<file path="config.mk">
export PLATFORM = sky130hd
export DESIGN_NAME = add4_burst_accumulator
export DESIGN_NICKNAME = d
export VERILOG_FILES = /design/src/rtl/add4_burst_accumulator.sv
export SDC_FILE = /design/constraint.sdc
export NUM_CORES = 1
export LEC_CHECK = 0
export ABC_AREA = 1
export CORE_ASPECT_RATIO = 1.2
export CORE_UTILIZATION = 30
export DETAILED_ROUTE_END_ITERATION = 12
export SLEW_MARGIN = 25
export SYNTH_ARGS = -nofsm -noshare
export SYNTH_HDL_FRONTEND = slang
export SYNTH_SLANG_ARGS = --single-unit
</file>
<file path="constraint.sdc">
create_clock -name clk -period 2.4 [get_ports clk]
set_input_delay 0.36 -clock clk [delete_from_list [all_inputs] [get_ports clk]]
set_output_delay 0.36 -clock clk [all_outputs]
set_load 0.005 [all_outputs]
</file>
<file path="src/rtl/add4_burst_accumulator.sv">
// Accumulates BURST beats of {c_out,SUM} from a 4-bit adder into a saturating total,
// counts carry-out beats, and presents each burst result on a valid/ready port.
module add4_burst_accumulator #(
    parameter int unsigned BURST = 4,
    parameter int unsigned ACC_W = 8
) (
    input  logic             clk,
    input  logic             rst,
    input  logic             clear,
    input  logic             in_valid,
    output logic             in_ready,
    input  logic [3:0]       sum_in,
    input  logic             c_in,
    output logic             acc_valid,
    input  logic             acc_ready,
    output logic [ACC_W-1:0] acc_out,
    output logic [7:0]       carry_count,
    output logic             sat_flag
);

    typedef enum logic [0:0] {StAcc, StOut} state_e;

    localparam logic [7:0]       LastBeat = 8'(BURST - 1);
    localparam logic [ACC_W-1:0] AccMax   = {ACC_W{1'b1}};

    state_e     state;
    logic [7:0] beat_cnt;
    logic       accept;
    logic [ACC_W:0] beat_ext;
    logic [ACC_W:0] sum_ext;

    assign accept = in_valid && (state == StAcc);

    // Gate the beat so X on an ignored input never reaches the adder.
    always_comb begin
        beat_ext = '0;
        if (accept) begin
            beat_ext = {{(ACC_W - 4){1'b0}}, c_in, sum_in};
        end
        sum_ext = {1'b0, acc_out} + beat_ext;
    end

    always_ff @(posedge clk or posedge rst) begin
        if (rst) begin
            state       <= StAcc;
            acc_out     <= '0;
            carry_count <= '0;
            sat_flag    <= 1'b0;
            beat_cnt    <= '0;
            acc_valid   <= 1'b0;
            in_ready    <= 1'b1;
        end else if (clear) begin
            state       <= StAcc;
            acc_out     <= '0;
            carry_count <= '0;
            sat_flag    <= 1'b0;
            beat_cnt    <= '0;
            acc_valid   <= 1'b0;
            in_ready    <= 1'b1;
        end else begin
            unique case (state)
                StAcc: begin
                    if (in_valid) begin
                        acc_out     <= sum_ext[ACC_W] ? AccMax : sum_ext[ACC_W-1:0];
                        sat_flag    <= sat_flag | sum_ext[ACC_W];
                        carry_count <= carry_count + {7'b0, c_in};
                        beat_cnt    <= beat_cnt + 8'd1;
                        if (beat_cnt == LastBeat) begin
                            state     <= StOut;
                            acc_valid <= 1'b1;
                            in_ready  <= 1'b0;
                        end
                    end
                end
                StOut: begin
                    if (acc_ready) begin
                        state       <= StAcc;
                        acc_out     <= '0;
                        carry_count <= '0;
                        sat_flag    <= 1'b0;
                        beat_cnt    <= '0;
                        acc_valid   <= 1'b0;
                        in_ready    <= 1'b1;
                    end
                end
                default: state <= StAcc;
            endcase
        end
    end

endmodule

</file>
# Word-level counts from Yosys, hierarchy flattened
# Cells that the tools add are included.
[totals]
register_bits = 28
input_bits = 10
output_inout_bits = 19
elab_cells = 49
[op_classes]
addsub = 3
n_eq_ne = 4
mux = 30
bitwise = 2
reduce_logical = 3
[op_table]
columns = ["op", "count"]
rows = [
  ["8-bit two-way mux", 8],
  ["8-bit one-hot mux with 2 select lines", 3],
  ["1-bit two-way mux", 14],
  ["8-bit by 9-bit adder with 9-bit output", 1],
  ["8-bit by 1-bit adder with 8-bit output", 1],
  ["8-bit by 1-bit adder with 8-bit output (second input constant)", 1],
  ["8-bit by 2-bit equality test with 1-bit output (second input constant)", 1],
  ["1-bit one-hot mux with 2 select lines", 4],
  ["3-bit != test (second input constant)", 2],
  ["5-bit two-way mux", 1],
  ["3-bit by 2-bit != test with 1-bit output (second input constant)", 1],
  ["3-bit AND reduction", 1],
  ["2-bit AND reduction", 1],
  ["1-bit logical AND", 1],
  ["1-bit inverter", 1],
  ["1-bit bitwise OR", 1],
]

# Logic depth before layout (Yosys ltp)
# Gate-level depths: netlist of the first run.
[depth]
depth_word = 8
mapped_depth = 13
mapped_depth_nobuf = 13

# Worst setup path after synthesis of the first run
# No wires, ideal clock.
[synth_timing]
path_kind = "register to register"
from = "register state"
to = "register acc_out[7]"
setup_time_ps = 113
arrival_time_ps = 1840
required_time_ps = 2287
path_slack_ps = 447
stages_incl_launch_ff = 14
path_buffers = 0
period_less_slack_ps = 1953
path_cell_list = "dfrtp_1 -> inv_1 -> nand2_1 -> nor2_1 -> ha_1 -> fa_1 -> nand2_1 -> nand2_1 -> nand3_1 -> nand2_1 -> inv_1 -> nand3_1 -> nand2_1 -> inv_1"
[synth_via]
elab_chain_cells = 8
word_cells_on_any_way = 11
classes_between = "add/sub: 1; eq/ne: 2; mux: 5; bitwise: 1; reduce/logical: 2"
[synth_rtl]
columns = ["element", "line_no", "source"]
rows = [
  ["from (decl)", "26", "state_e state;"],
  ["from (signal assigned)", "45", "state <= StAcc;"],
  ["from (signal assigned)", "53", "state <= StAcc;"],
  ["from (signal assigned)", "69", "state <= StOut;"],
  ["1-bit inverter", "n/a", ""],
  ["1-bit logical AND", "32", "assign accept = in_valid && (state == StAcc);"],
  ["5-bit two-way mux", "37", "if (accept) begin"],
  ["8-bit by 9-bit adder with 9-bit output", "40", "sum_ext = {1'b0, acc_out} + beat_ext;"],
  ["8-bit two-way mux", "64", "acc_out <= sum_ext[ACC_W] ? AccMax : sum_ext[ACC_W-1:0];"],
  ["8-bit two-way mux", "63", "if (in_valid) begin"],
  ["8-bit one-hot mux with 2 select lines", "61", "unique case (state)"],
  ["8-bit two-way mux", "52", "end else if (clear) begin"],
  ["to (signal assigned)", "64", ""],
  ["to (decl)", "16", "output logic [ACC_W-1:0] acc_out,"],
]
# Several ways; a longest one is shown, not always the timed one. The select of a mux whose other input is x is not followed.
# A chain may end at the register's enable or synchronous reset.

# Worst setup path in the final report of the first run
# Same ends and word-level chain as after synthesis.

==> flow_metrics.py, run 1 <==
metrics = {
    "cts": {
        "clkLatencyLatePin_ps": 270,
        "clock_path_buffers": 2,
        "ctsResizeCount": 0,
        "cts_max_level": 1,
        "post_cts_buffers": 0,
        "hold_buffers": 0,
        "numCtsBuffers": 3,
        "clock-root-buffer": "clkbuf_8",
        "cts.sinks": 28,
        "clk_transition_reported_paths_ps": 100,
        "cts_tree": "done",
    },
    "global_routing": {
        "grt_usage_pct": 14.7,
        "first_global_vias": 1631,
        "grt_pass1_wl_um": 7220,
        "antenna_found_initial": 0,
        "grt_max_degree": 29,
        "overflow": 0,
    },
    "outcome": {
        "status": "completed",
    },
    "timing": {
        "setup_violations": 0,
        "rsz0062_at_grt": "false",
        "finalMaxSlewViolations": 0,
        "finClkSkew_ps": 1.86,
        "post-route-min-period_ps": 2160,
        "post-route-period-util_pct": 89.9,
        "hold_viol": 0,
        "worst_pin_slew_ps": 368,
        "timing.fmax_mhz": 464,
        "slew_headroom_pct": 75.4,
    },
    "hold_path": {
        "worstHoldPathType": "in2async",
    },
    "drt": {
        "dr.pass1.iters": 4,
        "first_iter_violations": 92,
        "drt_wl_total_um": 4090,
        "wire_per_inst_um": 11.3,
        "routed_via_density": 4.60,
        "ant_nets": 0,
        "drc_errors": 0,
        "via_count": 1667,
    },
    "pwr": {
        "powerDensity_nw_per_um2": 440,
        "leakagePower_uw": 0.00111,
        "power_uw": 971,
        "peakVddDrop_v": 0.000251,
    },
    "place": {
        "placed_cell_area_um2": 2150,
        "gp_congestion": 0.800,
        "io_buffers": 28,
        "place_hpwl_um": 3100,
    },
    "die": {
        "initial_utilization_pct": 31.0,
        "core_area_um2": 5670,
        "die_h_um": 85.9,
        "pin_count": 29,
        "die_x_um": 71.9,
        "die_area_um2": 6180,
        "core.rowCount": 30,
    },
    "yosys": {
        "yosys-top-cells-area": "dfrtp_1 38%, nand2_1 18%, inv_1 6.8%",
        "ys_seq_area_share_pct": 39.9,
        "postSynthNetCount": 268,
        "yosysWarningCount": 0,
        "syn-cell-area_um2": 1760,
        "syn_avg_cell_area_um2": 7.07,
        "yosysTopAreaCell": "dfrtp_1",
        "yosysTopAreaCellShare_pct": 38.4,
        "ys_ff_latch": 28,
        "synthDistinctLibCells": 26,
        "syn_inst": 249,
    },
    "critical_path": {
        "worstPathArrival_ps": 2340,
        "worstSetupPathType": "reg2reg",
        "cp_max_fo": 5,
        "critPathLaunchType": "register",
        "cp.required_ps": 2580,
        "cp-end-kind": "register",
    },
    "cells_and_area": {
        "layout-drive-gt1-share_pct": 6.38,
        "finalInstanceArea_um2": 2210,
        "antennaDiodeCount": 0,
        "nets": 302,
        "syn2layout_area_growth_pct": 25.5,
        "postLayoutCoreUtil_pct": 38.9,
    },
    "run": {
        "max_cap_violations": 0,
    },
}
## Yosys cell counts, drive strengths merged
| library cell | n |
|---|---|
| a21oi | 8 |
| nand2 | 88 |
| buf | 3 |
| dfrtp | 27 |
| xor2 | 3 |
| xnor2 | 1 |
| nand3b | 1 |
| inv | 33 |
| nand3 | 15 |
| ha | 8 |
| fa | 1 |
| or2 | 2 |
| o21ai | 17 |
| dfstp | 1 |
| o21bai | 1 |
| a31oi | 1 |
| nor3 | 3 |
| nor2 | 28 |
| nand4 | 8 |
## worst max-delay path, stage by stage, from the launching register on
cell	delay [ps]
dfrtp_2	430
inv_1	160
nand2_2	150
nor2_1	50
ha_1	200
fa_1	400
nand2_1	80
nand2_1	80
nand3_1	90
nand2_1	110
inv_1	130
nand3_1	90
nand2_1	60
inv_1	30
## final timing paths
path / startpoint / cells past startpoint / slack [ps] / end
min in group clk: in_ready$_DFFE_PP1P_ / 2 / 470 / in_ready$_DFFE_PP1P_
worst min-delay path: rst / 3 / 440 / acc_valid$_DFFE_PP0P_
worst max-delay path: state$_DFF_PP0_ / 13 / 240 / acc_out[7]$_DFFE_PP0P_
max in group asynchronous: rst / 3 / 1650 / in_ready$_DFFE_PP1P_
worst max register to register: state$_DFF_PP0_ / 13 / 240 / acc_out[7]$_DFFE_PP0P_
worst min register to register: in_ready$_DFFE_PP1P_ / 2 / 470 / in_ready$_DFFE_PP1P_
## power by group
group          switching, µW  leakage (µW)  internal [µW]
clock                    147     0.0000288            147
sequential              18.5      0.000380            491
combinational           90.3      0.000699           77.5
## routing by layer
| layer | routed length (µm) | vias up | GRT usage (%) |
|---|---|---|---|
| li1 | - | 849 | - |
| met1 | 2000 | 789 | 19.6 |
| met4 | 17 | 0 | 3.21 |
| met3 | 122 | 2 | 2.23 |
| met5 | 0 | - | 0 |
| met2 | 1950 | 27 | 25.0 |
## metrics by stage
| step | worst slack, ps | instances | TNS (ps) | hold WS [ps] |
|---|---|---|---|---|
| 2_1_floorplan | 447 | 249 | 0 | 425 |
| 3_3_place_gp | 71.1 | 358 | 0 | 455 |
| 3_5_place_dp | -14.7 | 358 | -41.7 | 454 |
| 4_1_cts | 125 | 362 | 0 | 455 |
| 5_1_grt | 29.0 | 362 | 0 | 485 |
| 6_report | 243 | 362 | 0 | 444 |
## sequential cells by signal (all words and copies together) (netlist names)
register	flops
acc_out	8
acc_valid	1
beat_cnt	8
carry_count	8
in_ready	1
sat_flag	1
state	1
## cells by family (layout without fill, tap and decap cells)
| group | Yosys count | count (layout) | synth area share, % |
|---|---|---|---|
| xor gates and xnor gates | 4 | 4 | 1.99 |
| DFF | 28 | 28 | 39.9 |
| AOI/OAI and AO/OA | 27 | 27 | 7.90 |
| buffers and inverters | 36 | 69 | 8.25 |
| and+or+nand+nor | 145 | 145 | 35.1 |
| adders and majority gates | 9 | 9 | 6.83 |
## cells in the final DEF (no fill, tap or decap), drive strengths merged
cell,instances
or2,2
nand3,15
o21ai,17
a21oi,8
dfstp,1
clkbuf,4
inv,33
fa,1
nor2,28
a31oi,1
dfrtp,27
buf,4
nand3b,1
nand2,88
nand4,8
ha,8
xnor2,1
nor3,3
clkdlybuf4s50,28
o21bai,1
xor2,3
## layout make-up
type	count	area, µm²
fillers	617	3460
multi-input cells	185	915
repair buffers	32	310
flip-flops and latches	28	703
well taps	80	100
clock buffers	4	55.1
inverters	33	124
(Power assumes the default switching activity.)
==> run 2, diff against run 1 <==
--- a/config.mk
+++ b/config.mk
@@ -5,10 +5,11 @@
 export SDC_FILE = /design/constraint.sdc
 export NUM_CORES = 1
 export LEC_CHECK = 0
-export ABC_AREA = 1
 export CORE_ASPECT_RATIO = 1.2
 export CORE_UTILIZATION = 30
 export DETAILED_ROUTE_END_ITERATION = 12
+export MAX_ROUTING_LAYER = met4
+export RECOVER_POWER = 50
 export SLEW_MARGIN = 25
 export SYNTH_ARGS = -nofsm -noshare
 export SYNTH_HDL_FRONTEND = slang
==> flow_metrics.py, run 2 <==
metrics = {
    "pwr": {
        "power_uw": 1090,
        "peakVddDrop_v": 0.000215,
        "powerDensity_nw_per_um2": 489,
        "leakagePower_uw": 0.000963,
    },
    "yosys": {
        "yosysMostFrequentCell": "dfrtp_1",
        "ys.flop_type": "dfrtp_1",
        "yosysTopAreaCell": "dfrtp_1",
        "ys_seq_area_share_pct": 42.8,
        "ys_ff_latch": 28,
        "syn_inst": 171,
        "ys_async_sr_fraction_pct": 100,
        "yosys-top-cells-area": "dfrtp_1 41%, ha_1 6.1%, nand2_1 4.6%",
        "synthDistinctLibCells": 44,
        "synth_commonest_cells": "27 x dfrtp_1, 20 x nand2_1, 19 x nor2_1, 11 x o21ai_0, 9 x a21oi_1",
        "syn_avg_cell_area_um2": 9.60,
        "yosysTopAreaCellShare_pct": 41.2,
        "postSynthNetCount": 190,
        "yosysWarningCount": 0,
        "synth_edf_count": 0,
        "syn-cell-area_um2": 1640,
    },
    "hold_path": {
        "holdPathStages": 2,
        "worstHoldPathType": "reg2reg",
    },
    "critical_path": {
        "cp_max_fo": 3,
        "cp-end-kind": "register",
        "cp.required_ps": 2570,
        "critPathLaunchType": "register",
        "worstPathArrival_ps": 2460,
        "worstSetupPathType": "reg2reg",
        "slowest_delay_ps": 380,
        "crit_slowest_cell": "dfrtp_1",
        "crit_chain": "and2b_1, and2_4, ha_4, fa_2, a211oi_2, o21bai_2, a22o_1, a221o_1",
        "r2r_cells": 8,
    },
    "drt": {
        "ant_nets": 0,
        "drc_errors": 0,
        "first_iter_violations": 39,
        "wire_per_inst_um": 14.2,
        "via_count": 1435,
        "routed_via_density": 5.14,
        "drt_wl_total_um": 3970,
        "dr.pass1.iters": 4,
    },
    "cts": {
        "hold_buffers": 0,
        "clock-root-buffer": "clkbuf_8",
        "cts_max_level": 1,
        "cts.sinks": 28,
        "clk_transition_reported_paths_ps": 100,
        "clock_path_buffers": 2,
        "numCtsBuffers": 3,
        "cts_tree": "done",
        "clkLatencyLatePin_ps": 270,
    },
    "place": {
        "gp_congestion": 0.830,
        "pre_cts_slack_ps": -287,
        "dp_cells": 273,
        "place_hpwl_um": 2910,
        "io_buffers": 28,
    },
    "outcome": {
        "status": "complete, but fails checks",
        "violations": "max-capacitance violations, max-slew violations",
    },
    "timing": {
        "hold_viol": 0,
        "finClkSkew_ps": 2.77,
        "setup_violations": 0,
        "worst_pin_slew_ps": 1580,
        "finalMaxSlewViolations": 29,
        "slew_headroom_pct": -5.11,
        "worst_slack_ps": 106,
        "timing.fmax_mhz": 436,
        "post-route-period-util_pct": 95.6,
        "post-route-min-period_ps": 2290,
        "rsz0062_at_grt": "false",
    },
    "cells_and_area": {
        "fillerInstances": 498,
        "postLayoutCoreUtil_pct": 42.3,
        "nets": 237,
        "multi_input_area_um2": 946,
        "syn2layout_area_growth_pct": 35.6,
        "instances_no_fill": 279,
        "layout_commonest_cell": "dfrtp_1",
        "layout_common_cells": "27 x dfrtp_1, 22 x clkdlybuf4s50_1, 20 x nand2_1, 19 x nor2_1, 14 x buf_4",
        "antennaDiodeCount": 0,
        "regArea_um2": 702,
        "layout-drive-gt1-share_pct": 17.5,
        "largestRegisters": "acc_out: 8 flops, beat_cnt: 8 flops, carry_count: 8 flops",
    },
    "die": {
        "die_h_um": 83.0,
        "initial_utilization_pct": 31.2,
        "die_x_um": 69.5,
        "core_area_um2": 5260,
        "pin_count": 29,
        "core.rowCount": 29,
        "die_area_um2": 5770,
    },
    "global_routing": {
        "grt_max_degree": 29,
        "grt_usage_pct": 14.6,
        "antenna_found_initial": 0,
        "grt_pass1_wl_um": 6690,
        "first_global_vias": 1414,
        "overflow": 0,
    },
    "run": {
        "max_cap_violations": 1,
    },
}
==> run 2: cell types whose count changed after synthesis, moves of 6 or more <==
cell,before,now
nand2_1,86,20
nand3_1,14,6
a211oi_1,0,6
inv_1,32,5
and2_1,0,6
nor2_1,27,19
==> run 2: timing repair <==
action	CTS	global route
setup endpoints to repair	0	4
gates resized for setup	0	11
buffers inserted	0	2
==> run 2: where the power goes <==
| part | total, µW | switching [µW] | internal (µW) |
|---|---|---|---|
| Clock | 378 | 155 | 223 |
| Sequential | 510 | 18.6 | 491 |
| Combinational | 201 | 101 | 99.7 |
| Total | 1090 | 274 | 814 |
==> run 2: critical path: cells and delay by family (launching register included) <==
kind / cells / cell delay [ps]
adder cells (fa/ha/maj): 2 / 510
AO/OA/AOI/OAI: 4 / 940
flip-flops: 1 / 380
AND/OR/NAND/NOR: 2 / 360
==> run 2: final cells by class <==
type                            instances  area share [%]
Sequential cell                        28            31.5
Multi-Input combinational cell        134            42.5
Tap cell                               62            3.49
Inverter                                5           0.843
Timing Repair Buffer                   46            18.4
Clock buffer                            3            1.85
Clock inverter                          1            1.35
==> run 2: layer usage <==
metal / global-route usage, % / routed length [µm]
met2: 24.4 / 2000
met4: 3.90 / 46
met1: 18.6 / 1800
met3: 1.82 / 131
met5: - / 0
==> run 2: worst paths after layout <==
kind / from / endpoint / slack (ps)
max: state$_DFF_PP0_ / acc_out[5]$_DFFE_PP0P_ / 110
min: carry_count[0]$_DFFE_PP0P_ / carry_count[0]$_DFFE_PP0P_ / 510
max reg2reg: state$_DFF_PP0_ / acc_out[5]$_DFFE_PP0P_ / 110
min reg2reg: carry_count[0]$_DFFE_PP0P_ / carry_count[0]$_DFFE_PP0P_ / 510
max in group asynchronous: rst / beat_cnt[4]$_DFFE_PP0P_ / 570
min in group asynchronous: rst / acc_out[1]$_DFFE_PP0P_ / 910
==> run 2: kinds of logic (layout without fill, tap and decap cells) <==
| kind of cell | Yosys count | count (layout) | synth area share, % |
|---|---|---|---|
| flip-flops | 28 | 28 | 42.8 |
| AO/OA/AOI/OAI | 46 | 46 | 20.0 |
| adder cells (fa/ha/maj) | 9 | 9 | 7.32 |
| XOR/XNOR | 11 | 11 | 5.87 |
| buffers and inverters | 9 | 55 | 2.82 |
| AND/OR/NAND/NOR | 68 | 68 | 21.2 |
==> run 2: per-stage QoR <==
step / setup TNS (ps) / hold slack (ps) / instance area (µm²)
floorplan: -92.4 / 425 / 1670
finish: 0 / 512 / 2230
CTS: 0 / 457 / 2180
detailed placement: -1720 / 490 / 2110
global route: 0 / 531 / 2230
global placement: -1470 / 477 / 2110
